## config.mk

```make
export PLATFORM = sky130hd
export DESIGN_NAME = render_engine
export DESIGN_NICKNAME = d
export VERILOG_FILES = /design/src/rtl/render_pkg.sv /design/src/rtl/render_engine_line_stepper.sv /design/src/rtl/render_engine.sv
export SDC_FILE = /design/constraint.sdc
export NUM_CORES = 1
export LEC_CHECK = 0
export CAP_MARGIN = 20
export CORE_ASPECT_RATIO = 1.5
export CORE_MARGIN = 4
export CORE_UTILIZATION = 42
export DETAILED_ROUTE_END_ITERATION = 12
export SYNTH_ARGS = -nofsm -noshare
export SYNTH_HDL_FRONTEND = slang
export SYNTH_SLANG_ARGS = --single-unit
export TNS_END_PERCENT = 10
```

## constraint.sdc

```tcl
create_clock -name clk -period 5.2 [get_ports clk]
set_clock_uncertainty 0.15 [all_clocks]
set_input_delay 1.04 -clock clk [delete_from_list [all_inputs] [get_ports clk]]
set_output_delay 1.04 -clock clk [all_outputs]
set_load 0.005 [all_outputs]
```

## src/rtl/render_pkg.sv

```systemverilog
// Shared types and constants for the pixel rendering stage: FSM states,
// command op codes and frame coordinate field widths.
package render_pkg;

    typedef enum logic [2:0] {
        ST_IDLE,
        ST_SETUP,
        ST_DRAW,
        ST_CLEAR,
        ST_DONE
    } render_state_t;

    localparam logic [2:0] OP_CLEAR = 3'b000;
    localparam logic [2:0] OP_DRAW  = 3'b110;
    localparam logic [2:0] OP_FLIP  = 3'b111;

    localparam int X_W = 9;
    localparam int Y_W = 8;

endpackage

```

## src/rtl/render_engine_line_stepper.sv

```systemverilog
// Bresenham line walker: load captures endpoints and derives dx/dy/err,
// each step advances one pixel toward the end point.
module line_stepper
    import render_pkg::*;
(
    input  logic           clk,
    input  logic           load,
    input  logic           step,
    input  logic [X_W-1:0] x0,
    input  logic [Y_W-1:0] y0,
    input  logic [X_W-1:0] x1,
    input  logic [Y_W-1:0] y1,
    output logic [X_W-1:0] x,
    output logic [Y_W-1:0] y,
    output logic           last
);

    logic [X_W-1:0]     x_p0, x1_p0, x_nxt;
    logic [Y_W-1:0]     y_p0, y1_p0, y_nxt;
    logic signed [10:0] dx_p0, dy_p0, err_p0, err_nxt;
    logic signed [10:0] ddx, ddy, adx, ady;
    logic signed [11:0] e2, dx_w, dy_w;
    logic               sx_neg_p0, sy_neg_p0;

    always_comb begin
        ddx     = signed'(11'(x1)) - signed'(11'(x0));
        ddy     = signed'(11'(y1)) - signed'(11'(y0));
        adx     = (ddx < 0) ? -ddx : ddx;
        ady     = (ddy < 0) ? -ddy : ddy;
        e2      = {err_p0, 1'b0};
        dx_w    = dx_p0;
        dy_w    = dy_p0;
        err_nxt = err_p0;
        x_nxt   = x_p0;
        y_nxt   = y_p0;
        // Both tests use the pre-step e2, so a diagonal move applies both.
        if (e2 >= dy_w) begin
            err_nxt = err_nxt + dy_p0;
            x_nxt   = sx_neg_p0 ? x_p0 - 1'b1 : x_p0 + 1'b1;
        end
        if (e2 <= dx_w) begin
            err_nxt = err_nxt + dx_p0;
            y_nxt   = sy_neg_p0 ? y_p0 - 1'b1 : y_p0 + 1'b1;
        end
    end

    // stage p0: walker registers
    always_ff @(posedge clk) begin
        if (load) begin
            x_p0      <= x0;
            y_p0      <= y0;
            x1_p0     <= x1;
            y1_p0     <= y1;
            dx_p0     <= adx;
            dy_p0     <= -ady;
            err_p0    <= adx - ady;
            sx_neg_p0 <= (ddx < 0);
            sy_neg_p0 <= (ddy < 0);
        end else if (step) begin
            x_p0   <= x_nxt;
            y_p0   <= y_nxt;
            err_p0 <= err_nxt;
        end
    end

    assign x    = x_p0;
    assign y    = y_p0;
    assign last = (x_p0 == x1_p0) && (y_p0 == y1_p0);

endmodule

```

## src/rtl/render_engine.sv

```systemverilog
// Pixel rendering stage: draws lines / clears the back buffer and owns
// front/back buffer selection. Optional clipping via RENDER_CLIP_EN.
module render_engine
    import render_pkg::*;
#(
    parameter int WIDTH  = 320,
    parameter int HEIGHT = 240,
    parameter int ADDR_W = 18
) (
    input  logic               clk,
    input  logic               rst,
    input  logic               received_op,
    input  logic               flip_buffer,
    input  logic [2:0]         op,
    input  logic [16:0]        start,
    input  logic [16:0]        end1,
    input  logic [23:0]        color,
    input  logic               wr_ready,
    output logic               render_enable,
    output logic               wr_en,
    output logic [ADDR_W-1:0]  wr_addr,
    output logic [23:0]        wr_data,
    output logic               buf_sel
);

    localparam logic [ADDR_W-1:0] FRAME_WORDS = ADDR_W'(WIDTH * HEIGHT);
    localparam logic [ADDR_W-1:0] ROW_WORDS   = ADDR_W'(WIDTH);

    render_state_t      state, state_nxt;
    logic [16:0]        start_p0, end_p0;
    logic [23:0]        color_p0;
    logic               is_draw_p0;
    logic [ADDR_W-1:0]  clr_addr_p0, clr_end_p0;
    logic               buf_sel_q, flip_pend;
    logic               accept, load, step, last, clipped;
    logic [X_W-1:0]     px;
    logic [Y_W-1:0]     py;
    logic [ADDR_W-1:0]  back_base, draw_addr;

    line_stepper u_stepper (
        .clk  (clk),
        .load (load),
        .step (step),
        .x0   (start_p0[X_W+Y_W-1:Y_W]),
        .y0   (start_p0[Y_W-1:0]),
        .x1   (end_p0[X_W+Y_W-1:Y_W]),
        .y1   (end_p0[Y_W-1:0]),
        .x    (px),
        .y    (py),
        .last (last)
    );

    assign accept    = (state == ST_IDLE) && received_op && (op == OP_DRAW || op == OP_CLEAR);
    assign back_base = buf_sel_q ? '0 : FRAME_WORDS;
    assign draw_addr = back_base + ADDR_W'(py) * ROW_WORDS + ADDR_W'(px);

`ifdef RENDER_CLIP_EN
    assign clipped = (32'(px) >= WIDTH) || (32'(py) >= HEIGHT);
`else
    assign clipped = 1'b0;
`endif

    always_ff @(posedge clk) begin
        if (rst) state <= ST_IDLE;
        else     state <= state_nxt;
    end

    always_comb begin
        state_nxt = state;
        load      = 1'b0;
        step      = 1'b0;
        wr_en     = 1'b0;
        wr_addr   = '0;
        case (state)
            ST_IDLE:  if (accept) state_nxt = ST_SETUP;
            ST_SETUP: begin
                load      = 1'b1;
                state_nxt = is_draw_p0 ? ST_DRAW : ST_CLEAR;
            end
            ST_DRAW: begin
                wr_en   = !clipped;
                wr_addr = draw_addr;
                // A clipped pixel completes its step without a write.
                if (clipped || wr_ready) begin
                    if (last) state_nxt = ST_DONE;
                    else      step      = 1'b1;
                end
            end
            ST_CLEAR: begin
                wr_en   = 1'b1;
                wr_addr = clr_addr_p0;
                if (wr_ready && clr_addr_p0 == clr_end_p0) state_nxt = ST_DONE;
            end
            ST_DONE:  state_nxt = ST_IDLE;
            default:  state_nxt = ST_IDLE;
        endcase
    end

    // stage p0: command latch and clear address counter
    always_ff @(posedge clk) begin
        if (accept) begin
            start_p0   <= start;
            end_p0     <= end1;
            is_draw_p0 <= (op == OP_DRAW);
        end
        if (state == ST_SETUP) begin
            clr_addr_p0 <= back_base;
            clr_end_p0  <= back_base + FRAME_WORDS - 1'b1;
        end else if (state == ST_CLEAR && wr_ready) begin
            clr_addr_p0 <= clr_addr_p0 + 1'b1;
        end
    end

    always_ff @(posedge clk) begin
        if (rst) begin
            buf_sel_q <= 1'b0;
            flip_pend <= 1'b0;
            color_p0  <= '0;
        end else begin
            if (accept) color_p0 <= color;
            // Flips requested while busy collapse into one, applied on DONE->IDLE.
            if (state == ST_IDLE) begin
                if (flip_buffer) buf_sel_q <= ~buf_sel_q;
            end else if (state == ST_DONE) begin
                if (flip_pend || flip_buffer) buf_sel_q <= ~buf_sel_q;
                flip_pend <= 1'b0;
            end else if (flip_buffer) begin
                flip_pend <= 1'b1;
            end
        end
    end

    assign render_enable = (state != ST_IDLE);
    assign wr_data       = color_p0;
    assign buf_sel       = buf_sel_q;

endmodule
```

==> metrics.cfg, run 1 <==
[worst_setup_path]
cp.arrival_ns = 3.74
critPathKind = flip-flop to output pin
cpPeakStageDelay_ns = 0.53
critical_path_required_ns = 4.01
crit_buf_inv = 2
critPathCaptureType = output pin
cp-start-kind = flip-flop
critPathMaxFanout = 2
cpLargestDelayFamily = adder cells
slowest_stage = clkdlybuf4s50_1
crit_top_cell = ha_1
cp_cell_sequence = ha_1 -> ha_1 -> inv_1 -> fa_1 -> nor2b_1 -> o21a_1 -> nor2_1 -> xnor2_1 -> ha_1 -> nand2_1 -> o21ba_2 -> xnor2_1 -> nand2_1 -> a21oi_2 -> clkdlybuf4s50_1

[yosys]
synthFlopType = edfxtp_1
netlist_instances = 1049
yosysSeqAreaShare_pct = 41.4
syn_area_mm2 = 0.0104
synthArstFlopShare_pct = 0
synth_top_family_by_area = compound AO/OA/AOI/OAI gates
synth_compound_area_share_pct = 14.8
synth_adder_area_share_pct = 14.5
synth.distinct_cells = 77
yosys_warnings = 0
synth_edf_count = 124
synthXorXnorAreaFrac_pct = 10.0
avgSynthCellArea_um2 = 9.90
syn_nets = 1230
synth_mux_area_share_pct = 1.70
yosys.area_share.simple_pct = 13.3
synth_seq_cells = 153

[final_layout]
layout-drive-gt1-share_pct = 6.53
antenna_cells = 0
final_common_cell = edfxtp_1
final_cell_mix = edfxtp_1 (124), a21oi_1 (119), clkdlybuf4s50_1 (109), ha_1 (106), nand2_1 (102)
nFillCells = 2324
nets = 1347
multi_input_area_mm2 = 0.00565
syn2layout_area_growth_pct = 20.4
fin_util_pct = 51.3
regArea_mm2 = 0.00430

[route]
drt_iter0_drc = 354
post_drt_wl_per_cell_um = 17.0
avgViaCountPerCell = 5.23
num_vias = 7866
routed_wl_um = 25600
ant_nets = 0
drtPass1Iterations = 5
drc_errors = 0

[global_routing]
met1_usage_pct = 19.4
grt_max_degree = 50
grt.total_usage_pct = 19.2
overflow = 0
antenna_found_initial = 0
use_met2_pct = 37.8
grt_pass1_wl_um = 41000
gr-usage-met3_pct = 3.61
busiest_layer = met2
first_global_vias = 8288

[floorplanning]
die_x_um = 136
io_pins = 111
rows = 70
die_area_mm2 = 0.0274
coreArea_mm2 = 0.0243
initial_core_util_pct = 42.7
die_y_um = 201

[place]
hpwl_um = 20000
io_buffers = 110
gp_congestion = 0.842

[sta]
hold_viol = 0
min_period_ns = 4.93
timing.final.crit_share_pct = 94.9
max_freq_ghz = 0.203
tns_ns = 0
rsz0062_at_grt = false
setup_violations = 0
slew_violations = 0
relSlewSlack_pct = 32.4
tightestPinTransition_ns = 1.01

[power_and_ir_drop]
p_int_mw = 3.34
leakagePower_nw = 4.87
comb_power_share_pct = 44.6
power_density_mw_per_mm2 = 420
switching_power_mw = 1.90
max-vdd-ir-drop_mv = 0.273
power_frac_seq_pct = 31.7
switching_share_pct = 36.2
pwr-share-clk_pct = 23.7

[clocking]
htreeDepth = 4
cts_tree = built
clock-sinks = 153
clkTransAtPathRegs_ns = 0.06
cts_buffers = 17
clock-root-buffer = clkbuf_16
ctsHoldBuffers = 0
clock_latency_ns = 0.44
clockBufferDepth = 2

[run_status]
status = finished clean

[hold_path]
hp-class = flip-flop to flip-flop

[flow_run]
cap_viol_max_count = 0

## per-stage QoR
| stage | setup slack [ns] | std cells | hold slack, ns | power [mW] | instance area (um2) |
|---|---|---|---|---|---|
| 4_1_cts | 0.00536 | 1501 | 0.307 | 5.29 | 12500 |
| 5_1_grt | 0.0150 | 1503 | 0.317 | 5.63 | 12500 |
| 3_3_place_gp | 0.493 | 1468 | 0.284 | 4.00 | 11900 |
| 2_1_floorplan | 1.01 | 1049 | 0.276 | 3.40 | 10400 |
| 3_5_place_dp | 0.450 | 1468 | 0.295 | 4.02 | 11900 |
| 6_report | 0.266 | 1503 | 0.304 | 5.24 | 12500 |
## logic make-up (layout without fill, tap and decap cells)
| family | count (synthesis) | count (layout) |
|---|---|---|
| and+or+nand+nor | 292 | 292 |
| AOI/OAI and AO/OA | 248 | 248 |
| DFF | 153 | 153 |
| adders and majority gates | 115 | 115 |
| xor gates and xnor gates | 113 | 113 |
| buffers and inverters | 109 | 239 |
| muxes | 17 | 17 |
| other | 2 | 2 |
## worst min-delay path, delay by kind of cell (launching register included)
family / cells / cell delay [ns]
AOI/OAI and AO/OA: 1 / 0.05
DFF: 1 / 0.31
and+or+nand+nor: 1 / 0.05
## synthesized netlist by cell type (all sizes together), types with 9 or more instances
master	instances	area share, %
nor2	83	3.0
dfxtp	29	5.6
o21bai	14	1.0
mux2i	12	1.2
nand2b	9	0.54
edfxtp	124	36
ha	106	13
xnor2	66	5.7
buf	9	0.55
nor2b	14	0.84
fa	9	1.7
o21a	10	0.72
a21oi	121	5.9
xor2	47	4.3
nand3	25	1.3
inv	82	3.0
or3	10	0.65
clkbuf	17	0.61
a21o	12	0.87
nand2	103	3.7
o21ai	45	2.2
## state kept, by name (all words and copies together), names as in the netlist
signal	cells
start_p0	17
clr_end_p0	2
wr_data	24
u_stepper.sx_neg_p0	1
u_stepper.dx_p0	11
is_draw_p0	1
u_stepper.x	9
u_stepper.sy_neg_p0	1
state	3
u_stepper.dy_p0	11
end_p0	17
buf_sel	1
u_stepper.x1_p0	9
flip_pend	1
u_stepper.y1_p0	8
clr_addr_p0	18
u_stepper.err_p0	11
u_stepper.y	8
## final cells by class
class,count,share of cell area (%)
inverter,83,2.50
tap,324,3.24
clock buffer,26,4.17
multi-input combinational,787,45.2
timing repair buffer,124,9.93
clock inverter,6,0.490
sequential,153,34.4
## power groups by stage
| stage | Sequential, mW | Clock (mW) | Combinational, mW |
|---|---|---|---|
| floorplan | 1.64 | 0 | 1.76 |
| global placement | 1.69 | 0 | 2.31 |
| detailed placement | 1.69 | 0 | 2.33 |
| CTS | 1.67 | 1.27 | 2.35 |
| global route | 1.68 | 1.32 | 2.64 |
| finish | 1.66 | 1.24 | 2.34 |
## routing by layer
layer / wire (um) / share of wire, %
met1: 9460 / 37
met2: 14600 / 57
met3: 835 / 3.3
met4: 715 / 2.8
met5: 0 / 0
## final timing paths
| kind | slack (ns) | end | start | cells after the start |
|---|---|---|---|---|
| worst max register to register | 0.46 | u_stepper.err_p0[10]$_DFFE_PP_ | u_stepper.err_p0[6]$_DFFE_PP_ | 16 |
| worst min register to register | 0.30 | wr_data[14]$_SDFFE_PP0P_ | wr_data[14]$_SDFFE_PP0P_ | 2 |
| worst max-delay path | 0.27 | wr_addr[14] | u_stepper.y[3]$_DFFE_PP_ | 15 |
| worst min-delay path | 0.30 | wr_data[14]$_SDFFE_PP0P_ | wr_data[14]$_SDFFE_PP0P_ | 2 |
## timing repair
item | 4_1_cts | 5_1_grt
setup endpoints to repair | 1 | 2
gates resized for setup | 0 | 2
setup buffers | 1 | 1
endpoints found under the hold margin | 0 | 0
No activity file was read; power rests on OpenSTA's default activity.
==> run 2: changes to the inputs <==
Clock period 5.2 ns to 4.2 ns, I/O delays scaled along.
==> metrics.cfg, run 2 (synthesis results as in run 1) <==
[run_status]
status = complete, but fails checks
violations = negative setup slack

[clocking]
cts_buffers = 17
clock-root-buffer = clkbuf_16
clock-sinks = 153
clock_latency_ns = 0.43
ctsHoldBuffers = 0
cts_tree = built
clockBufferDepth = 2
htreeDepth = 4
clkTransAtPathRegs_ns = 0.06

[floorplanning]
coreArea_mm2 = 0.0243
die_y_um = 201
io_pins = 111
die_x_um = 136
initial_core_util_pct = 42.7
rows = 70
die_area_mm2 = 0.0274

[route]
ant_nets = 0
avgViaCountPerCell = 5.15
post_drt_wl_per_cell_um = 16.8
drtPass1Iterations = 4
routed_wl_um = 26700
num_vias = 8221
drt_iter0_drc = 366
drc_errors = 0

[sta]
tightestPinTransition_ns = 0.743
timing.hold.ws_ns = 0.297
relSlewSlack_pct = 50.0
slew_violations = 0
worst_slack_ns = -0.234
min_period_ns = 4.43
hold_viol = 0
timing.final.crit_share_pct = 106
max_freq_ghz = 0.226
rsz0062_at_grt = true
setup_violations = 7

[final_layout]
final_common_cell = edfxtp_1
syn2layout_area_growth_pct = 29.1
nFillCells = 2286
nets = 1439
layout-drive-gt1-share_pct = 17.2
final_cell_area_mm2 = 0.0134
antenna_cells = 0
largest_reg_flops = 24
final_cell_mix = edfxtp_1 (124), a21oi_1 (107), buf_4 (104), clkdlybuf4s50_1 (103)

[global_routing]
grt.total_usage_pct = 20.2
overflow = 0
grt_max_degree = 50
antenna_found_initial = 0
grt_pass1_wl_um = 43200
first_global_vias = 8516

[worst_setup_path]
critPathMaxFanout = 2
critPathKind = flip-flop to output pin
rr_startpoint = u_stepper.err_p0[5]$_DFFE_PP_
cp-start-kind = flip-flop
critPathCaptureType = output pin
critical_path_required_ns = 3.21
cp.arrival_ns = 3.44
startpoint = u_stepper.y[1]$_DFFE_PP_

[power_and_ir_drop]
power_density_mw_per_mm2 = 540
power.total_mw = 7.24
max-vdd-ir-drop_mv = 0.297
leakagePower_nw = 5.34

[flow_run]
cap_viol_max_count = 0

[place]
hpwl_um = 20900
dp_slack_ns = -0.512
gp_congestion = 0.862
io_buffers = 110
place_area_mm2 = 0.0125

[hold_path]
hold_path.startpoint = end_p0[8]$_DFFE_PP_
hp-class = flip-flop to flip-flop

## run 2: where the power goes
part / switching [mW] / total, mW / internal, mW
Clock: 0.674 / 1.50 / 0.827
Sequential: 0.119 / 2.02 / 1.90
Combinational: 1.87 / 3.72 / 1.85
## run 2: path summary, 6_finish.rpt
path / to / slack [ns] / cells after the start
worst max-delay path: wr_addr[16] / -0.23 / 15
worst min-delay path: u_stepper.x1_p0[0]$_DFFE_PP_ / 0.30 / 0
worst max register to register: u_stepper.err_p0[10]$_DFFE_PP_ / -0.09 / 16
worst min register to register: u_stepper.x1_p0[0]$_DFFE_PP_ / 0.30 / 0
## run 2: critical path, cell delays in order, from the launching register on
cell,delay [ns]
edfxtp_1,0.39
ha_1,0.31
ha_2,0.18
inv_2,0.04
fa_2,0.36
nor2b_1,0.13
o21a_1,0.17
nor2_2,0.04
xnor2_1,0.14
ha_1,0.33
nand2_2,0.07
o21ba_4,0.20
nand3b_1,0.16
xor2_1,0.17
a211oi_1,0.19
buf_2,0.14
## run 2: area by class of cell
type                       count  area, um2  area share (%)
multi-input combinational    787       5920            44.1
sequential                   153       4300            32.1
timing repair buffer         216       1900            14.2
clock buffer                  17        425            3.17
tap                          324        405            3.02
inverter                      83        313            2.33
clock inverter                15        140            1.05
## run 2: stage by stage
stage,util [%],std cells,TNS [ns]
finish,55.1,1595,-0.945
detailed placement,51.4,1555,-1.36
global route,55.1,1595,-2.45
global placement,51.4,1555,-0.945
floorplan,-,1049,0
CTS,54.6,1593,-1.04
## run 2: routing by layer
| metal | part of all wire [%] | track usage, % |
|---|---|---|
| met5 | 0 | 0 |
| met1 | 37 | 20.6 |
| met3 | 3.1 | 3.64 |
| met2 | 57 | 39.8 |
| met4 | 3.0 | 7.42 |
## run 2: timing repair
item,4_1_cts,5_1_grt
gates resized for setup,57,23
setup endpoints to repair,12,14
pin swaps,23,14
buffers inserted,6,1
